`src/rtl/l2_axi_line_engine.sv`:
```
`default_nettype none
// ============================================================================
// Module   : l2_axi_line_engine
// Purpose  : AXI4 master moving whole L2 cache lines between the L2
//            miss/writeback queues and system memory. Independent read and
//            write channels, several bursts outstanding in each direction,
//            sticky bus-error reporting.
// Revision : 1.0  initial multi-outstanding line engine
// ============================================================================
module l2_axi_line_engine #(
    parameter int LINE_BITS      = 512,
    parameter int AXI_DATA_WIDTH = 32,
    parameter int ADDR_WIDTH     = 32,
    parameter int MAX_READS      = 4,
    parameter int MAX_WRITES     = 4,
    localparam int BEATS    = LINE_BITS / AXI_DATA_WIDTH,
    localparam int OFF_BITS = $clog2(LINE_BITS / 8),
    localparam int IDX_W    = ADDR_WIDTH - OFF_BITS,
    localparam int STRB_W   = AXI_DATA_WIDTH / 8
) (
    input  logic                      clk,
    input  logic                      reset_n,

    // Line read request / fill response
    input  logic                      rd_req_valid,
    output logic                      rd_req_ready,
    input  logic [IDX_W-1:0]          rd_req_addr,
    output logic                      rd_resp_valid,
    input  logic                      rd_resp_ready,
    output logic [LINE_BITS-1:0]      rd_resp_data,

    // Line writeback request
    input  logic                      wr_req_valid,
    output logic                      wr_req_ready,
    input  logic [IDX_W-1:0]          wr_req_addr,
    input  logic [LINE_BITS-1:0]      wr_req_data,
    output logic                      wr_done,
    output logic                      bus_error,

    // AXI read address channel
    output logic [3:0]                m_arid,
    output logic [ADDR_WIDTH-1:0]     m_araddr,
    output logic [7:0]                m_arlen,
    output logic [2:0]                m_arsize,
    output logic [1:0]                m_arburst,
    output logic [3:0]                m_arcache,
    output logic                      m_arvalid,
    input  logic                      m_arready,

    // AXI read data channel
    input  logic [AXI_DATA_WIDTH-1:0] s_rdata,
    input  logic [1:0]                s_rresp,
    input  logic                      s_rlast,
    input  logic                      s_rvalid,
    output logic                      m_rready,

    // AXI write address channel
    output logic [3:0]                m_awid,
    output logic [ADDR_WIDTH-1:0]     m_awaddr,
    output logic [7:0]                m_awlen,
    output logic [2:0]                m_awsize,
    output logic [1:0]                m_awburst,
    output logic [3:0]                m_awcache,
    output logic                      m_awvalid,
    input  logic                      m_awready,

    // AXI write data channel
    output logic [AXI_DATA_WIDTH-1:0] m_wdata,
    output logic [STRB_W-1:0]         m_wstrb,
    output logic                      m_wlast,
    output logic                      m_wvalid,
    input  logic                      m_wready,

    // AXI write response channel
    input  logic [1:0]                s_bresp,
    input  logic                      s_bvalid,
    output logic                      m_bready
);

    localparam int BEAT_W = $clog2(BEATS);
    localparam int CNTR_W = $clog2(MAX_READS + 1);
    localparam int CNTW_W = $clog2(MAX_WRITES + 1);

    localparam logic [CNTR_W-1:0] C_MAX_READS  = CNTR_W'(MAX_READS);
    localparam logic [CNTW_W-1:0] C_MAX_WRITES = CNTW_W'(MAX_WRITES);
    localparam logic [BEAT_W-1:0] C_BEAT_PENULT = BEAT_W'(BEATS - 2);
    localparam logic [7:0]        C_AXI_LEN    = 8'(BEATS - 1);
    localparam logic [2:0]        C_AXI_SIZE   = 3'($clog2(STRB_W));

    typedef enum logic [0:0] {
        W_IDLE = 1'b0,
        W_BUSY = 1'b1
    } wstate_t;

    // ------------------------------------------------------------------
    // State
    // ------------------------------------------------------------------
    wstate_t                 wstate_q,  wstate_d;
    logic                    awvalid_q, awvalid_d;
    logic                    wvalid_q,  wvalid_d;
    logic                    wlast_q,   wlast_d;
    logic [BEAT_W-1:0]       wbeat_q,   wbeat_d;
    logic [LINE_BITS-1:0]    wline_q,   wline_d;
    logic [ADDR_WIDTH-1:0]   awaddr_q,  awaddr_d;
    logic [CNTW_W-1:0]       count_w_q, count_w_d;

    logic                    arvalid_q, arvalid_d;
    logic [ADDR_WIDTH-1:0]   araddr_q,  araddr_d;
    logic [CNTR_W-1:0]       count_r_q, count_r_d;
    logic [BEAT_W-1:0]       rbeat_q,   rbeat_d;
    logic [LINE_BITS-1:0]    rline_q,   rline_d;
    logic                    resp_valid_q, resp_valid_d;

    logic                    bus_error_q, bus_error_d;

    logic w_wr_accept;
    logic w_rd_accept;
    logic w_aw_hs;
    logic w_w_hs;
    logic w_r_hs;
    logic w_rlast_hs;

    // ------------------------------------------------------------------
    // Handshakes and request acceptance
    // ------------------------------------------------------------------
    assign wr_req_ready = (wstate_q == W_IDLE) && (count_w_q < C_MAX_WRITES);
    // Reads wait for every write to be acknowledged so a fill never sees
    // memory older than a writeback already handed to this block.
    assign rd_req_ready = !arvalid_q && (count_r_q < C_MAX_READS) &&
                          (count_w_q == '0) && !wr_req_valid &&
                          (wstate_q == W_IDLE);

    assign w_wr_accept = wr_req_valid && wr_req_ready;
    assign w_rd_accept = rd_req_valid && rd_req_ready;
    assign w_aw_hs     = awvalid_q && m_awready;
    assign w_w_hs      = wvalid_q && m_wready;
    assign w_r_hs      = s_rvalid && m_rready;
    assign w_rlast_hs  = w_r_hs && s_rlast;

    // ------------------------------------------------------------------
    // Outputs
    // ------------------------------------------------------------------
    assign m_arid    = 4'd0;
    assign m_araddr  = araddr_q;
    assign m_arlen   = C_AXI_LEN;
    assign m_arsize  = C_AXI_SIZE;
    assign m_arburst = 2'b01;
    assign m_arcache = 4'b0010;
    assign m_arvalid = arvalid_q;
    // The line buffer is single-entry: stop taking beats while a filled
    // line is still waiting for the requester.
    assign m_rready  = !resp_valid_q;

    assign m_awid    = 4'd0;
    assign m_awaddr  = awaddr_q;
    assign m_awlen   = C_AXI_LEN;
    assign m_awsize  = C_AXI_SIZE;
    assign m_awburst = 2'b01;
    assign m_awcache = 4'b0010;
    assign m_awvalid = awvalid_q;

    // The outgoing line is shifted up one beat per W handshake, so the
    // current beat is always the top slice of the register.
    assign m_wdata   = wline_q[LINE_BITS-1 -: AXI_DATA_WIDTH];
    assign m_wstrb   = {STRB_W{1'b1}};
    assign m_wlast   = wlast_q;
    assign m_wvalid  = wvalid_q;

    assign m_bready  = 1'b1;
    assign wr_done   = s_bvalid && reset_n;
    assign bus_error = bus_error_q;

    assign rd_resp_valid = resp_valid_q;
    assign rd_resp_data  = rline_q;

    // Write FSM next state: AW and W run independently, idle once both done
    always_comb begin
        wstate_d  = wstate_q;
        awvalid_d = awvalid_q;
        wvalid_d  = wvalid_q;
        wlast_d   = wlast_q;
        wbeat_d   = wbeat_q;
        wline_d   = wline_q;
        awaddr_d  = awaddr_q;
        case (wstate_q)
            W_IDLE: begin
                if (w_wr_accept) begin
                    wstate_d  = W_BUSY;
                    awaddr_d  = {wr_req_addr, {OFF_BITS{1'b0}}};
                    wline_d   = wr_req_data;
                    awvalid_d = 1'b1;
                    wvalid_d  = 1'b1;
                    wlast_d   = 1'b0;
                    wbeat_d   = '0;
                end
            end
            W_BUSY: begin
                if (w_aw_hs) begin
                    awvalid_d = 1'b0;
                end
                if (w_w_hs) begin
                    wline_d = wline_q << AXI_DATA_WIDTH;
                    wbeat_d = wbeat_q + BEAT_W'(1);
                    wlast_d = (wbeat_q == C_BEAT_PENULT);
                    if (wlast_q) begin
                        wvalid_d = 1'b0;
                        wlast_d  = 1'b0;
                    end
                end
                if (!awvalid_d && !wvalid_d) begin
                    wstate_d = W_IDLE;
                end
            end
            default: begin
                wstate_d  = W_IDLE;
                awvalid_d = 1'b0;
                wvalid_d  = 1'b0;
                wlast_d   = 1'b0;
            end
        endcase
    end

    // Outstanding write count: +1 on acceptance, -1 on each B response
    always_comb begin
        count_w_d = count_w_q;
        if (w_wr_accept && !s_bvalid) begin
            count_w_d = count_w_q + CNTW_W'(1);
        end else if (!w_wr_accept && s_bvalid && (count_w_q != '0)) begin
            count_w_d = count_w_q - CNTW_W'(1);
        end
    end

    // Read path next state: AR issue, beat placement, fill hand-off
    always_comb begin
        arvalid_d    = arvalid_q;
        araddr_d     = araddr_q;
        rbeat_d      = rbeat_q;
        rline_d      = rline_q;
        resp_valid_d = resp_valid_q;
        count_r_d    = count_r_q;

        if (w_rd_accept) begin
            arvalid_d = 1'b1;
            araddr_d  = {rd_req_addr, {OFF_BITS{1'b0}}};
        end else if (arvalid_q && m_arready) begin
            arvalid_d = 1'b0;
        end

        if (w_r_hs) begin
            // Beat k lands in the k-th most-significant slice of the line.
            rline_d[AXI_DATA_WIDTH*(BEATS-1-int'(rbeat_q)) +: AXI_DATA_WIDTH] = s_rdata;
            if (s_rlast) begin
                rbeat_d      = '0;
                resp_valid_d = 1'b1;
            end else begin
                rbeat_d = rbeat_q + BEAT_W'(1);
            end
        end

        if (resp_valid_q && rd_resp_ready) begin
            resp_valid_d = 1'b0;
        end

        if (w_rd_accept && !w_rlast_hs) begin
            count_r_d = count_r_q + CNTR_W'(1);
        end else if (!w_rd_accept && w_rlast_hs && (count_r_q != '0)) begin
            count_r_d = count_r_q - CNTR_W'(1);
        end
    end

    // Sticky error flag: any non-OKAY read or write response
    always_comb begin
        bus_error_d = bus_error_q;
        if ((s_bvalid && (s_bresp != 2'b00)) || (w_r_hs && (s_rresp != 2'b00))) begin
            bus_error_d = 1'b1;
        end
    end

    // Write-side registers
    always_ff @(posedge clk or negedge reset_n) begin
        if (!reset_n) begin
            wstate_q  <= W_IDLE;
            awvalid_q <= 1'b0;
            wvalid_q  <= 1'b0;
            wlast_q   <= 1'b0;
            wbeat_q   <= '0;
            wline_q   <= '0;
            awaddr_q  <= '0;
            count_w_q <= '0;
        end else begin
            wstate_q  <= wstate_d;
            awvalid_q <= awvalid_d;
            wvalid_q  <= wvalid_d;
            wlast_q   <= wlast_d;
            wbeat_q   <= wbeat_d;
            wline_q   <= wline_d;
            awaddr_q  <= awaddr_d;
            count_w_q <= count_w_d;
        end
    end

    // Read-side registers
    always_ff @(posedge clk or negedge reset_n) begin
        if (!reset_n) begin
            arvalid_q    <= 1'b0;
            araddr_q     <= '0;
            count_r_q    <= '0;
            rbeat_q      <= '0;
            rline_q      <= '0;
            resp_valid_q <= 1'b0;
        end else begin
            arvalid_q    <= arvalid_d;
            araddr_q     <= araddr_d;
            count_r_q    <= count_r_d;
            rbeat_q      <= rbeat_d;
            rline_q      <= rline_d;
            resp_valid_q <= resp_valid_d;
        end
    end

    // Error flag register, cleared only by reset
    always_ff @(posedge clk or negedge reset_n) begin
        if (!reset_n) begin
            bus_error_q <= 1'b0;
        end else begin
            bus_error_q <= bus_error_d;
        end
    end

endmodule
`default_nettype wire

```
`config.mk`:
```
export PLATFORM = sky130hd
export DESIGN_NAME = l2_axi_line_engine
export DESIGN_NICKNAME = d
export VERILOG_FILES = /design/src/rtl/l2_axi_line_engine.sv
export SDC_FILE = /design/constraint.sdc
export NUM_CORES = 2
export LEC_CHECK = 0
export CORE_AREA = 5 5 488 490
export DETAILED_ROUTE_END_ITERATION = 12
export DIE_AREA = 0 0 493 495
export GPL_ROUTABILITY_DRIVEN = 0
export PLACE_DENSITY = 0.43
export SLEW_MARGIN = 20
export SYNTH_ARGS = -nofsm -noshare
export SYNTH_HDL_FRONTEND = slang
export SYNTH_SLANG_ARGS = --single-unit
```
`constraint.sdc`:
```
create_clock -name clk -period 2.3 [get_ports clk]
set_clock_uncertainty 0.2 [all_clocks]
set_input_delay 0.46 -clock clk [delete_from_list [all_inputs] [get_ports clk]]
set_output_delay 0.46 -clock clk [all_outputs]
set_load 0.03 [all_outputs]
```
-- Word-level counts from Yosys, hierarchy flattened
Cells that the tools add are included.
- register bits after elaboration: 1097
- input port bits: 611
- output and inout port bits: 665
- $add $sub $neg: 8
- magnitude comparators: 2
- equality and inequality tests: 3
- shift-type cells: 2
- multiplexer cells: 32
- bitwise logic cells: 1
- reduce and logical (&&, ||, !) cells: 46
- operators with widths (kind ; number):
    512-bit 2-to-1 mux ; 2
    512-bit case mux with 2 select lines ; 1
    512-bit bitwise mux ; 1
    32-bit by 33-bit variable shift with 512-bit output (first input constant) ; 1
    32-bit by 33-bit variable part select with 512-bit output ; 1
    10-bit negator with 33-bit output ; 1
    1-bit logical AND ; 23
    1-bit 2-to-1 mux ; 16
    2-bit nonzero test ; 7
    3-bit 2-to-1 mux ; 4
    4-bit 2-to-1 mux ; 3
    1-bit logical NOT ; 9
    4-bit by 1-bit adder with 4-bit output (second input constant) ; 2
    1-bit case mux with 2 select lines ; 4
    4-bit case mux with 2 select lines ; 1
    3-bit by 1-bit adder with 3-bit output (second input constant) ; 2
    3-bit < comparator (second input constant) ; 2
    2-bit AND reduction ; 3
    3-bit nonzero test ; 2
    3-bit by 1-bit subtractor with 3-bit output (second input constant) ; 2
    4-bit by 4-bit subtractor with 5-bit output (first input constant) ; 1
    4-bit equality test (second input constant) ; 1
    3-bit logical NOT ; 1
    2-bit by 1-bit != test with 1-bit output (second input constant) ; 1
    other kinds (3) ; 3

-- Depth between registers and ports, before layout
- word-level depth: 11
- gate-level depth with buffers: 10
- mapped depth without buffers: 7

-- Worst setup path after synthesis
No wires, ideal clock.
- kind: reg2reg
- start point: register count_w_q[1]
- end point: register count_r_q[1]
- arrival: 2172 ps
- required time: 1964 ps
- path slack: -209 ps
- stages on the path, launching flop included: 9
- path buffers: 2
- cell sequence: dfrtp_1 nor4_1 and3_1 clkbuf_1 buf_1 nand2_1 fa_1 o221ai_1 o21ai_0
- elaborated cells on any way between the ends: 11
- classes of those cells: mux: 1; reduce/logical: 10
- RTL lines (what ; RTL line ; text):
    start: declaration ; 105 ; logic [CNTW_W-1:0] count_w_q, count_w_d;
    start signal: assignment ; 298 ; count_w_q <= count_w_d;
    3-bit logical NOT ; 130 ; (count_w_q == '0) && !wr_req_valid &&
    1-bit logical AND ; 129 ; assign rd_req_ready = !arvalid_q && (count_r_q < C_MAX_READS) &&
    1-bit logical AND (2 in series) ; 130 ;
    1-bit logical AND ; 134 ; assign w_rd_accept = rd_req_valid && rd_req_ready;
    1-bit logical AND ; 264 ; if (w_rd_accept && !w_rlast_hs) begin
    3-bit 2-to-1 mux ; 264 ;
    net count_r_d[1] ; 109 ; logic [CNTR_W-1:0] count_r_q, count_r_d;
    end signal: assignment ; 314 ; count_r_q <= count_r_d;
    end: declaration ; 109 ;
The timed path passes the listed nets, and every way through them passes these cells.
A chain may end at the register's enable or synchronous reset.

-- Final worst setup path
- start point: register arvalid_q, in the netlist m_arvalid
- end point: output port rd_req_ready
- longest elaborated chain between the ends: 5
- ends and longest elaborated chain (what ; RTL line ; text):
    start: declaration ; 107 ; logic arvalid_q, arvalid_d;
    start signal: assignment ; 312 ; arvalid_q <= arvalid_d;
    1-bit logical NOT ; 129 ;
    1-bit logical AND (2 in series) ; 129 ;
    1-bit logical AND (2 in series) ; 130 ;
    end: declaration ; 26 ; output logic rd_req_ready,
No other way between the ends.

==> summary.txt <==
Hold path
  • Hold path depth: 2
  • Worst hold-check path type: input port to register

Outcome
  • Failing checks: setup timing
  • Status: complete, but fails checks

Drt
  • Routed Antenna Nets: 0
  • Via/cell ratio: approximately 4.3
  • Max layer used: met5
  • Pre-Repair DR Iteration Count: 5
  • Met3 WL: roughly 22000 um
  • Routed via count: 38.9k
  • Wl on met1: ~110000 um
  • Wire length on met2: ~110000 um
  • DR iter-0 viols: ~2.3k
  • DR WL/cell: approximately 27 um
  • Residual DRC: 0
  • Routed WL: approximately 250000 um

Pwr
  • PD cells: about 1100 nW/um^2
  • Lkg Pwr: ~36 nW
  • VDD IR max: around 0.00060 V

Synth
  • Seq/Total Area, Yosys: 58.1%
  • Netlist cell types: 54
  • Count of flip-flops with a built-in enable after synthesis: 0
  • Syn avg cell area: 11.0 sq um
  • Top-area cell type share of the netlist area: between 50% and 60%
  • Register bit total from synthesis: 1097
  • Most frequent cells after synthesis: dfrtp_1 (1097), nand2_1 (1021), o21ai_0 (606), mux2i_1 (529), buf_2 (142)
  • Count leader, synth: dfrtp_1
  • FFs w/ async S/R, synth: 100%
  • Top_reg_cell synth: dfrtp_1
  • Netlist Area Pre-Place: 47300 sq um
  • Area contributors post-synth: dfrtp_1 (58%), mux2i_1 (11%), nand2_1 (8.1%)
  • Synth Instances: 4309
  • Warnings from Yosys: 0
  • Area leader, netlist: dfrtp_1

Global routing
  • Gr ovfl total: 0
  • Initial antenna violation count: 95
  • Global Route Usage Sum: 18.1%
  • Pin count of the biggest net entering global routing: about 110
  • First-pass GRT wire length: about 310000 um
  • Number of global-route vias before repair: about 38k

Clock network
  • CTS tree: yes
  • Clock sink total: 1097
  • H-tree depth: 4
  • Cts bufs inserted: ~140
  • Max Buffers Root-to-Sink: 3
  • CTS Root Cell: clkbuf_16
  • Clock latency on the worst-skew pair: roughly 0.79 ns
  • CTS clk-pin slew, worst paths: ~0.060 ns

Timing
  • Hold Vio Cnt, Final: 0
  • Crit share post-route: 111%
  • Slew HR: a little under half
  • FMAX: between 300 and 400 MHz
  • RSZ-0062 raised after global routing: yes
  • Slew Limit Fails: 0
  • Fin crit period: 2.56 ns
  • Setup ws final: -0.264 ns
  • Slew @ Worst Pin: between 0.7 and 0.8 ns
  • WHS: 0.0842 ns
  • Final setup vio count: just over 400

Final layout
  • Proportion of layout cells with a drive suffix above 1: between 20% and 30%
  • Layout area overhead: 59.9%
  • Non-filler instance count after layout: roughly 9k
  • Final core occ: 32.3%
  • Nets@finish: 6428

Floorplanning
  • Cell Rows: 178
  • DIE AREA: around 240000 sq um
  • Chip Height: approximately 500 um
  • I/O pin cnt: between 1k and 1.5k
  • Core area: around 230000 sq um
  • Die W: roughly 490 um
  • Initial Util: just over 20%

Worst setup path
  • Crit. End Element: primary output
  • CP arrival: between 1.5 and 2 ns
  • Reg2Reg Depth: 14
  • CP Max Fanout: 3
  • Required time of the critical path: 1.64 ns
  • Setup CP Type: register to primary output
  • Setup crit start kind: register

Placement
  • # port buffers: between 1k and 1.5k
  • HPWL after detailed placement: 172000 um
  • Placed insts: approximately 8.5k
  • Pre-CTS setup slack: -0.525 ns

Flow run
  • Max Cap Viol: 0
## routing by layer
layer	vias to the layer above	track usage [%]
li1	17600	-
met1	19500	23.6
met2	1365	28.3
met3	382	6.58
met4	84	4.64
met5	-	0
## what timing repair did
action / 4_1_cts / 5_1_grt
hold buffers: 65 / 0
pin swaps: 23 / 193
resized for setup: 1387 / 743
endpoints found under the setup margin: 839 / 665
endpoints found under the hold margin: 702 / 0
cloned: 16 / 72
setup buffers: 39 / 71
## where the power goes
group,switching (mW),internal [mW]
registers,3.85,24.7
clock network,9.42,13.2
logic,17.1,12.3
total,30.4,50.2
## placed cells by master, fill, tap and decap left out, drive strengths merged, types with 59 or more instances in the layout
master / instances
dfrtp: 1097
nand2: 1021
o21ai: 688
clkdlybuf4s50: 609
mux2i: 529
buf: 465
clkdlybuf4s15: 414
clkbuf: 246
mux2: 210
dlygate4sd2: 117
inv: 67
and2: 67
dlygate4sd3: 65
o31ai: 64
conb: 59
## through the flow
| stage | setup TNS, ns | area (sq um) | power [mW] |
|---|---|---|---|
| finish | -29.59 | 75600 | 80.6 |
| global route | -65.65 | 75500 | 85.0 |
| CTS | -32.86 | 71100 | 79.1 |
| detailed placement | -233.19 | 64500 | 55.9 |
| global placement | -227.82 | 64500 | 55.5 |
| floorplan | -0.0419 | 47600 | 43.3 |
## area by class of cell
type,instances,area (sq um)
clock buffer,198,4060
clock inverter,53,599
tap,3060,3830
antenna,25,62.6
timing repair buffer,1721,19400
multi-input combinational,2792,19900
inverter,55,209
fill,23900,158000
sequential,1097,27500
## cells by family after synthesis
kind of cell / after synthesis / synth area share [%]
fa+ha+maj: 9 / 0.270
compound gates: 809 / 9.44
xor+xnor: 5 / 0.109
buf+inv: 477 / 5.20
mux: 739 / 16.8
simple gates: 1171 / 10.1
other cells: 2 / 0.0159
flops: 1097 / 58.1
## worst max-delay path: stages (launching register included)
cell	delay, ns
dfrtp_1	0.45
nor3_2	0.31
and2_4	0.21
buf_12	0.13
## flip-flops by register name, indices dropped and copies added, names as in the netlist
register / flops
m_arvalid: 1
m_awaddr: 26
wbeat_q: 4
rd_resp_valid: 1
m_araddr: 26
wline_q: 512
bus_error: 1
m_wvalid: 1
m_awvalid: 1
wstate_q: 1
rd_resp_data: 512
count_r_q: 3
count_w_q: 3
rbeat_q: 4
m_wlast: 1
## path summary, 6_finish.rpt
kind / start / endpoint / slack [ns]
setup / recovery: m_arvalid / rd_req_ready / -0.26
hold / removal: wr_req_data[8] / wline_q[8] / 0.08
setup reg to reg: rbeat_q[1] / rd_resp_data[502] / -0.21
hold reg to reg: m_awaddr[18] / m_awaddr[18] / 0.27
max in group asynchronous: reset_n / rd_resp_data[29] / 0.36
min in group asynchronous: reset_n / wline_q[322] / 0.76
(Power assumes the default switching activity.)
